## src/rtl/dmem_arbiter_if.sv

```systemverilog
// Bundle between the two CPU memory-request ports, the arbiter and Data_Memory.
// Signal suffixes are from the arbiter's point of view.
interface dmem_arbiter_if #(
   parameter int unsigned ADDR_W = 32,
   parameter int unsigned DATA_W = 32,
   parameter int unsigned CNT_W  = 16
);
   logic              req0_i;
   logic              we0_i;
   logic [ADDR_W-1:0] addr0_i;
   logic [DATA_W-1:0] wdata0_i;
   logic              ack0_o;
   logic [DATA_W-1:0] rdata0_o;

   logic              req1_i;
   logic              we1_i;
   logic [ADDR_W-1:0] addr1_i;
   logic [DATA_W-1:0] wdata1_i;
   logic              ack1_o;
   logic [DATA_W-1:0] rdata1_o;

   logic [ADDR_W-1:0] mem_addr_o;
   logic [DATA_W-1:0] mem_wdata_o;
   logic              mem_read_o;
   logic              mem_write_o;
   logic [DATA_W-1:0] mem_rdata_i;

   logic              busy_o;
   logic [CNT_W-1:0]  conflict_cnt_o;

   modport slave (
      input  req0_i, we0_i, addr0_i, wdata0_i,
      input  req1_i, we1_i, addr1_i, wdata1_i,
      input  mem_rdata_i,
      output ack0_o, rdata0_o, ack1_o, rdata1_o,
      output mem_addr_o, mem_wdata_o, mem_read_o, mem_write_o,
      output busy_o, conflict_cnt_o
   );

   modport master (
      output req0_i, we0_i, addr0_i, wdata0_i,
      output req1_i, we1_i, addr1_i, wdata1_i,
      output mem_rdata_i,
      input  ack0_o, rdata0_o, ack1_o, rdata1_o,
      input  mem_addr_o, mem_wdata_o, mem_read_o, mem_write_o,
      input  busy_o, conflict_cnt_o
   );
endinterface

```

## src/rtl/dmem_arbiter.sv

```systemverilog
// Round-robin arbiter sharing one Data_Memory port between two pipelined CPUs.
// IDLE/RESP arbitrate, ACCESS drives the latched command for exactly one cycle.
module dmem_arbiter #(
   parameter int unsigned ADDR_W = 32,
   parameter int unsigned DATA_W = 32,
   parameter int unsigned CNT_W  = 16
) (
   input logic           clk_i,
   input logic           rst_i,
   dmem_arbiter_if.slave bus
);

   typedef enum logic [1:0] {
      IDLE   = 2'd0,
      ACCESS = 2'd1,
      RESP   = 2'd2
   } state_t;

   typedef struct packed {
      logic              port;
      logic              we;
      logic [ADDR_W-1:0] addr;
      logic [DATA_W-1:0] wdata;
   } cmd_t;

   localparam logic [CNT_W-1:0] CNT_MAX = {CNT_W{1'b1}};

   state_t            state_q, state_d;
   cmd_t              cmd_q, cmd_d;
   logic              last_grant_q, last_grant_d;
   logic [CNT_W-1:0]  cnt_q, cnt_d;

   logic              elig0, elig1;
   logic              do_grant;
   logic              grant_port;

   logic              ack0_q, ack1_q;
   logic [DATA_W-1:0] rdata0_q, rdata1_q;
   logic              mem_read_q, mem_write_q;
   logic              busy_q;

   // Next-state, arbitration and command latch selection
   always_comb begin
      state_d      = state_q;
      cmd_d        = cmd_q;
      last_grant_d = last_grant_q;
      cnt_d        = cnt_q;
      do_grant     = 1'b0;
      grant_port   = 1'b0;

      // The port being acked may still hold req high, so it sits out this round
      elig0 = bus.req0_i && !((state_q == RESP) && !cmd_q.port);
      elig1 = bus.req1_i && !((state_q == RESP) &&  cmd_q.port);

      case (state_q)
         IDLE, RESP: begin
            if (elig0 && elig1) begin
               do_grant   = 1'b1;
               grant_port = !last_grant_q;
               if (cnt_q != CNT_MAX) begin
                  cnt_d = cnt_q + CNT_W'(1);
               end
            end else if (elig0 || elig1) begin
               do_grant   = 1'b1;
               grant_port = elig1;
            end

            if (do_grant) begin
               state_d      = ACCESS;
               last_grant_d = grant_port;
               cmd_d.port   = grant_port;
               cmd_d.we     = grant_port ? bus.we1_i    : bus.we0_i;
               cmd_d.addr   = grant_port ? bus.addr1_i  : bus.addr0_i;
               cmd_d.wdata  = grant_port ? bus.wdata1_i : bus.wdata0_i;
            end else begin
               state_d = IDLE;
            end
         end
         ACCESS:  state_d = RESP;
         default: state_d = IDLE;
      endcase
   end

   // State, latch and registered outputs
   always_ff @(posedge clk_i) begin
      if (rst_i) begin
         state_q      <= IDLE;
         cmd_q        <= '0;
         last_grant_q <= 1'b1;
         cnt_q        <= '0;
         ack0_q       <= 1'b0;
         ack1_q       <= 1'b0;
         rdata0_q     <= '0;
         rdata1_q     <= '0;
         mem_read_q   <= 1'b0;
         mem_write_q  <= 1'b0;
         busy_q       <= 1'b0;
      end else begin
         state_q      <= state_d;
         cmd_q        <= cmd_d;
         last_grant_q <= last_grant_d;
         cnt_q        <= cnt_d;

         busy_q       <= (state_d == ACCESS);
         mem_read_q   <= (state_d == ACCESS) && !cmd_d.we;
         mem_write_q  <= (state_d == ACCESS) &&  cmd_d.we;

         ack0_q       <= (state_q == ACCESS) && !cmd_q.port;
         ack1_q       <= (state_q == ACCESS) &&  cmd_q.port;

         // Read data lands at the edge closing ACCESS; the other port keeps its value
         if ((state_q == ACCESS) && !cmd_q.we) begin
            if (cmd_q.port) begin
               rdata1_q <= bus.mem_rdata_i;
            end else begin
               rdata0_q <= bus.mem_rdata_i;
            end
         end
      end
   end

   // Command latch only changes on a grant, so it doubles as the held memory bus
   assign bus.mem_addr_o     = cmd_q.addr;
   assign bus.mem_wdata_o    = cmd_q.wdata;
   assign bus.mem_read_o     = mem_read_q;
   assign bus.mem_write_o    = mem_write_q;
   assign bus.busy_o         = busy_q;
   assign bus.ack0_o         = ack0_q;
   assign bus.ack1_o         = ack1_q;
   assign bus.rdata0_o       = rdata0_q;
   assign bus.rdata1_o       = rdata1_q;
   assign bus.conflict_cnt_o = cnt_q;

endmodule

```

## src/flat_wrapper.sv

```systemverilog
// flat-port wrapper written by rule: the top's interface ports become plain ports
module dmem_arbiter_flat 
#(
   parameter int unsigned ADDR_W = 32,
   parameter int unsigned DATA_W = 32,
   parameter int unsigned CNT_W  = 16
)
  (clk_i, rst_i, bus_req0_i, bus_we0_i, bus_addr0_i, bus_wdata0_i, bus_req1_i, bus_we1_i, bus_addr1_i, bus_wdata1_i, bus_mem_rdata_i, bus_ack0_o, bus_rdata0_o, bus_ack1_o, bus_rdata1_o, bus_mem_addr_o, bus_mem_wdata_o, bus_mem_read_o, bus_mem_write_o, bus_busy_o, bus_conflict_cnt_o);
  dmem_arbiter_if #(.ADDR_W(ADDR_W), .DATA_W(DATA_W), .CNT_W(CNT_W)) bus_i ();
  input logic clk_i;
  input logic rst_i;
  input wire logic [$bits(bus_i.req0_i)-1:0] bus_req0_i;
  input wire logic [$bits(bus_i.we0_i)-1:0] bus_we0_i;
  input wire logic [$bits(bus_i.addr0_i)-1:0] bus_addr0_i;
  input wire logic [$bits(bus_i.wdata0_i)-1:0] bus_wdata0_i;
  input wire logic [$bits(bus_i.req1_i)-1:0] bus_req1_i;
  input wire logic [$bits(bus_i.we1_i)-1:0] bus_we1_i;
  input wire logic [$bits(bus_i.addr1_i)-1:0] bus_addr1_i;
  input wire logic [$bits(bus_i.wdata1_i)-1:0] bus_wdata1_i;
  input wire logic [$bits(bus_i.mem_rdata_i)-1:0] bus_mem_rdata_i;
  output wire logic [$bits(bus_i.ack0_o)-1:0] bus_ack0_o;
  output wire logic [$bits(bus_i.rdata0_o)-1:0] bus_rdata0_o;
  output wire logic [$bits(bus_i.ack1_o)-1:0] bus_ack1_o;
  output wire logic [$bits(bus_i.rdata1_o)-1:0] bus_rdata1_o;
  output wire logic [$bits(bus_i.mem_addr_o)-1:0] bus_mem_addr_o;
  output wire logic [$bits(bus_i.mem_wdata_o)-1:0] bus_mem_wdata_o;
  output wire logic [$bits(bus_i.mem_read_o)-1:0] bus_mem_read_o;
  output wire logic [$bits(bus_i.mem_write_o)-1:0] bus_mem_write_o;
  output wire logic [$bits(bus_i.busy_o)-1:0] bus_busy_o;
  output wire logic [$bits(bus_i.conflict_cnt_o)-1:0] bus_conflict_cnt_o;
  assign bus_i.req0_i = bus_req0_i;
  assign bus_i.we0_i = bus_we0_i;
  assign bus_i.addr0_i = bus_addr0_i;
  assign bus_i.wdata0_i = bus_wdata0_i;
  assign bus_i.req1_i = bus_req1_i;
  assign bus_i.we1_i = bus_we1_i;
  assign bus_i.addr1_i = bus_addr1_i;
  assign bus_i.wdata1_i = bus_wdata1_i;
  assign bus_i.mem_rdata_i = bus_mem_rdata_i;
  assign bus_ack0_o = bus_i.ack0_o;
  assign bus_rdata0_o = bus_i.rdata0_o;
  assign bus_ack1_o = bus_i.ack1_o;
  assign bus_rdata1_o = bus_i.rdata1_o;
  assign bus_mem_addr_o = bus_i.mem_addr_o;
  assign bus_mem_wdata_o = bus_i.mem_wdata_o;
  assign bus_mem_read_o = bus_i.mem_read_o;
  assign bus_mem_write_o = bus_i.mem_write_o;
  assign bus_busy_o = bus_i.busy_o;
  assign bus_conflict_cnt_o = bus_i.conflict_cnt_o;
  dmem_arbiter #(.ADDR_W(ADDR_W), .DATA_W(DATA_W), .CNT_W(CNT_W)) u_core (.clk_i(clk_i), .rst_i(rst_i), .bus(bus_i));
endmodule
```

## config.mk

```make
export PLATFORM = sky130hd
export DESIGN_NAME = dmem_arbiter_flat
export DESIGN_NICKNAME = d
export VERILOG_FILES = /design/src/rtl/dmem_arbiter_if.sv /design/src/rtl/dmem_arbiter.sv /design/src/flat_wrapper.sv
export SDC_FILE = /design/constraint.sdc
export NUM_CORES = 1
export LEC_CHECK = 0
export CORE_ASPECT_RATIO = 1.1
export CORE_MARGIN = 5
export CORE_UTILIZATION = 50
export CTS_CLUSTER_SIZE = 25
export DETAILED_ROUTE_END_ITERATION = 10
export DONT_BUFFER_PORTS = 1
export SYNTH_ARGS = -nofsm -noshare
export SYNTH_HDL_FRONTEND = slang
export SYNTH_SLANG_ARGS = --single-unit
```

## constraint.sdc

```tcl
create_clock -name clk_i -period 2.3 [get_ports clk_i]
set_clock_uncertainty 0.2 [all_clocks]
set_input_delay 0.23 -clock clk_i [delete_from_list [all_inputs] [get_ports clk_i]]
set_output_delay 0.23 -clock clk_i [all_outputs]
set_load 0.05 [all_outputs]
```

; Word-level counts from Yosys, hierarchy flattened
; Cells that the tools add are included.
[word_totals]
regBits = 154
input_bits = 166
out_inout_bits = 149
elab_cells = 56
[classes]
n_addsub = 1
eq_ne = 4
mux = 13
bitwise_logic = 1
n_reduce_logical = 23
[op_table]
columns = operator, count
row1 = $mux 65, 2
row2 = $mux 32, 2
row3 = $add 16x1->16 const B, 1
row4 = $ne 16x16->1 const B, 1
row5 = $logic_and 1x1->1, 10
row6 = $mux 1, 8
row7 = $logic_not 1->1, 6
row8 = $reduce_and 2->1, 3
row9 = $eq 2x1->1 const B, 2
row10 = $pmux 2 s2, 1
row11 = $reduce_and 3->1, 1
row12 = $eq 2x2->1 const B, 1
row13 = $logic_not 2->1, 1
row14 = $reduce_or 2->1, 1
row15 = $logic_or 1x1->1, 1
row16 = $not 1->1, 1

; Logic depth before layout (Yosys ltp)
[logic_depth]
word_depth = 13
depth_mapped = 6
mapped_depth_nobuf = 5

; Least setup slack after synthesis
; Ideal clock, no wire load.
[synth_timing]
kind = reg-to-reg
from = reg u_core.cnt_q[1], in the netlist u_core.bus.conflict_cnt_o[1]
to = reg u_core.cnt_q[10], in the netlist u_core.bus.conflict_cnt_o[10]
setup_ns = 0.132
t_arrival_ns = 1.865
required_time_ns = 1.968
setup_slack_ns = 0.103
stages_incl_launch_ff = 7
path_buffers = 1
synth_period_minus_slack_ns = 2.197
cell_sequence = dfxtp_1 -> ha_1 -> nand4_1 -> nor3_1 -> clkbuf_1 -> or4_1 -> a21oi_1
[synth_between]
elab_chain_cells = 2
elab_cells_between_ends = 3
cone_classes = 1 x add/sub / 1 x eq/ne / 1 x reduce/logical
[synth_lines]
columns = item, line_no
row1 = from (decl), dmem_arbiter.sv:31  ; logic [CNT_W-1:0] cnt_q, cnt_d;
row2 = from (signal assigned), dmem_arbiter.sv:102  ; cnt_q <= cnt_d;
row3 = "parallel branches: the longest is 2 deep, another holds $add 16x1->16", -
; Parallel ways; which one is timed is not known.
; A chain may end at the register's enable or synchronous reset.

; Worst setup path after layout
[layout_timing]
from = reg u_core.state_q[1]
to = reg u_core.rdata0_q[27], in the netlist u_core.bus.rdata0_o[27]
[layout_between]
elab_chain_cells = 3
[layout_lines]
columns = item, line_no
row1 = from (decl), dmem_arbiter.sv:28  ; state_t state_q, state_d;
row2 = from (signal assigned), dmem_arbiter.sv:99  ; state_q <= state_d;
row3 = $eq 2x1->1, dmem_arbiter.sv:112  ; if ((state_q == ACCESS) && !cmd_q.we) begin
row4 = $logic_and 1x1->1, dmem_arbiter.sv:112
row5 = $reduce_and 2->1 (no source line), -
row6 = to (signal assigned), dmem_arbiter.sv:116  ; rdata0_q <= bus.mem_rdata_i;
row7 = to (decl), dmem_arbiter.sv:38  ; logic [DATA_W-1:0] rdata0_q, rdata1_q;
; Every way passes these cells.

==> results.toml <==
[worst_setup_path]
critPathMaxFanout = 20
critPathMaxStageDelay_ps = 570
reg2reg_depth = 6
start_kind = "register"
slowest_stage = "dlygate4sd3_1"
setup.worst_path.class = "register to register"
end_kind = "register"
critical_path_buf_inv_count = 2
cp_cell_sequence = "nand2b_4 -> or3_1 -> buf_4 -> nand2_1 -> a21oi_1 -> dlygate4sd3_1"
startpoint = "u_core.state_q[1]$_SDFF_PP0_"
crit_cells = 6
critical_path.top_delay_family = "buffers and inverters"
timing.rr.start = "u_core.state_q[1]$_SDFF_PP0_"
arrival_ps = 2290
crit_required_ps = 2400

[cts]
htree_levels = 4
clk_pin_slew_ps = 60
root_buffer = "clkbuf_16"
cts_num_sinks = 154
cts_inserted_buffers = 17
clk_latency_ps = 420
cts_tree = "yes"
clockBufferDepth = 2

[synth]
synth_area_leaders = "dfxtp_1 47%, nand2_1 15%, buf_4 7.4%"
ys_types = 39
synth_top_area_cell = "dfxtp_1"
syn_area_sq_um = 6512
yosysMostFrequentCell = "nand2_1"
syn_nets = 1005
synth-seq-cells = 154
ys.flop_type = "dfxtp_1"
synth_top_area_share = 0.4734
synth_edf_count = 0
synth.avg_cell_area_sq_um = 7.771
ys_top_cells_by_count = "263 x nand2_1, 154 x dfxtp_1, 78 x a21oi_1"
yosysSeqAreaShare = 0.4734
async_reset_ff_frac = 0
yosys_warnings = 0
synthCells = 838

[route]
drtIter0Drc = 575
wl_microns = 21240
via_per_inst = 5.792
first_pass_iters = 5
ant_nets = 0
drc = 0
avgRoutedWirePerCell_microns = 19.29
vias = 6377

[finish]
drive_gt1_frac = 0.07856
final_core_util = 0.6738
nNetsFinal = 1096
areaGrowthSynthToFinish_pct = 31.37
final_cells = 1101
fillerInstances = 917

[pwr]
intPower_mw = 4.885
combPwrFrac = 0.120
switching_share = 0.3248
switchingPower_mw = 2.350
clkPwrFrac = 0.379
cellPowerDensity_nw_per_um2 = 845.6
ir_drop_mv = 0.4632
p_leak_nw = 3.227
p_seq_frac = 0.501

[placed_design]
dp.cells = 902
gp_congestion = 0.8107
port_buffers = 0
hpwlAfterDp_microns = 12550

[floorplanning]
initial_core_util = 0.5129
coreArea_sq_um = 12700
num_rows = 43
dieArea_sq_um = 15410
io_pins = 315
fp.dieH_microns = 129.7
die_w_microns = 118.8

[outcome]
status = "complete, no violations"

[worst_hold_path]
min_path_type = "input port to register"
min_path_cells = 4
min_from = "bus_req0_i"

[grt]
grt_usage = 0.2647
met2_usage = 0.4682
globalRouteOverflowTotal = 0
grt_pass1_wl_microns = 32860
antenna_found_initial = 0
grt_max_degree = 135
grt-busiest-layer = "met2"
grt_pass1_vias = 6344
grt_use_met1 = 0.2746
grt.met3_usage = 0.1006

[flow_run]
cap_violations = 0

[timing]
max_freq_mhz = 456.8
finalHoldViolCount = 0
fin_crit_ps = 2189
post-route-period-util = 0.9518
grt_setup_unrepaired = "false"
worst_pin_slew_ps = 719.1
relSlewSlack = 0.5206
finalSetupViolations = 0
slew_violations = 0
[flip-flops by register name, summed over array words and instances (netlist names)]
name,count
u_core.cmd_q,2
u_core.bus.mem_wdata_o,32
u_core.bus.conflict_cnt_o,16
u_core.bus.mem_write_o,1
u_core.bus.rdata0_o,32
u_core.bus.mem_read_o,1
u_core.bus.ack1_o,1
u_core.bus.busy_o,1
u_core.bus.mem_addr_o,32
u_core.state_q,2
u_core.last_grant_q,1
u_core.bus.rdata1_o,32
u_core.bus.ack0_o,1
[layer usage]
metal,vias up,wire [microns],part of all wire
met3,70,2190,0.10
met5,-,0,0
li1,2999,-,-
met4,0,819,0.039
met2,373,10810,0.51
met1,2935,7424,0.35
[cell usage in the layout, fill, tap and decap left out, types with 6 or more instances in the layout]
| cell type | synthesis | final |
|---|---|---|
| o31ai_1 | 7 | 7 |
| dlygate4sd3_1 | 0 | 164 |
| nand4_1 | 7 | 7 |
| nand2_1 | 263 | 263 |
| a21oi_1 | 78 | 78 |
| dfxtp_1 | 154 | 154 |
| o21ai_0 | 70 | 70 |
| a31oi_1 | 65 | 65 |
| or3_1 | 6 | 6 |
| clkbuf_16 | 0 | 17 |
| buf_4 | 64 | 31 |
| nor3_1 | 8 | 6 |
| or4_1 | 7 | 7 |
[cell type report]
class | count | area, sq um | area share
repair buffers | 199 | 1962 | 0.2293
clock buffers | 19 | 442.9 | 0.05177
multi-input cells | 552 | 2708 | 0.3165
inverters | 5 | 18.77 | 0.002194
well taps | 157 | 196.4 | 0.02296
clock inverters | 13 | 140.1 | 0.01638
diodes | 2 | 5.005 | 0.0005850
flip-flops and latches | 154 | 3083 | 0.3603
[path summary, 6_finish.rpt]
check	to	slack, ps
setup / recovery	u_core.bus.rdata0_o[27]$_SDFFE_PP0P_	110
hold reg to reg	u_core.last_grant_q$_SDFFE_PP1P_	330
setup reg to reg	u_core.bus.rdata0_o[27]$_SDFFE_PP0P_	110
hold / removal	u_core.bus.conflict_cnt_o[0]$_SDFFE_PP0P_	120
[kinds of logic after synthesis]
group | count (synthesis) | share of synthesized area
compound gates | 231 | 0.2004
flops | 154 | 0.4734
simple gates | 318 | 0.2048
mux | 2 | 0.003074
fa+ha+maj | 1 | 0.001921
buf+inv | 132 | 0.1164
[worst min-delay path, stage by stage]
cell	delay, ps
nand4bb_1	130
buf_4	160
or3_1	100
a21oi_1	60
[repair_timing]
action	CTS	global route
resized for setup	1	2
endpoints found under the hold margin	150	0
setup endpoints to repair	55	1
buffers inserted	0	0
hold buffers	165	0
[stage by stage]
step                      total power, mW  setup WS (ps)  TNS [ps]  hold WS [ps]  cell area, sq um
after floorplan                     4.256          102.6         0         166.0              6513
after CTS                           7.236          21.76         0         96.61              8543
after global placement              4.213          36.48         0         106.7              6284
final                               7.234          110.9         0         116.0              8556
after global routing                7.512          26.55         0         132.6              8551
after detailed placement            4.240         -45.09    -340.8         109.0              6284
[power groups by stage]
stage               clock (mW)  sequential [mW]  combinational (mW)
floorplan                    0             3.17                1.09
global placement             0             3.67               0.539
detailed placement           0             3.68               0.563
CTS                       2.79             3.62               0.826
global route              2.92             3.64               0.946
finish                    2.74             3.62               0.866
No activity file was read; power rests on OpenSTA's default activity.
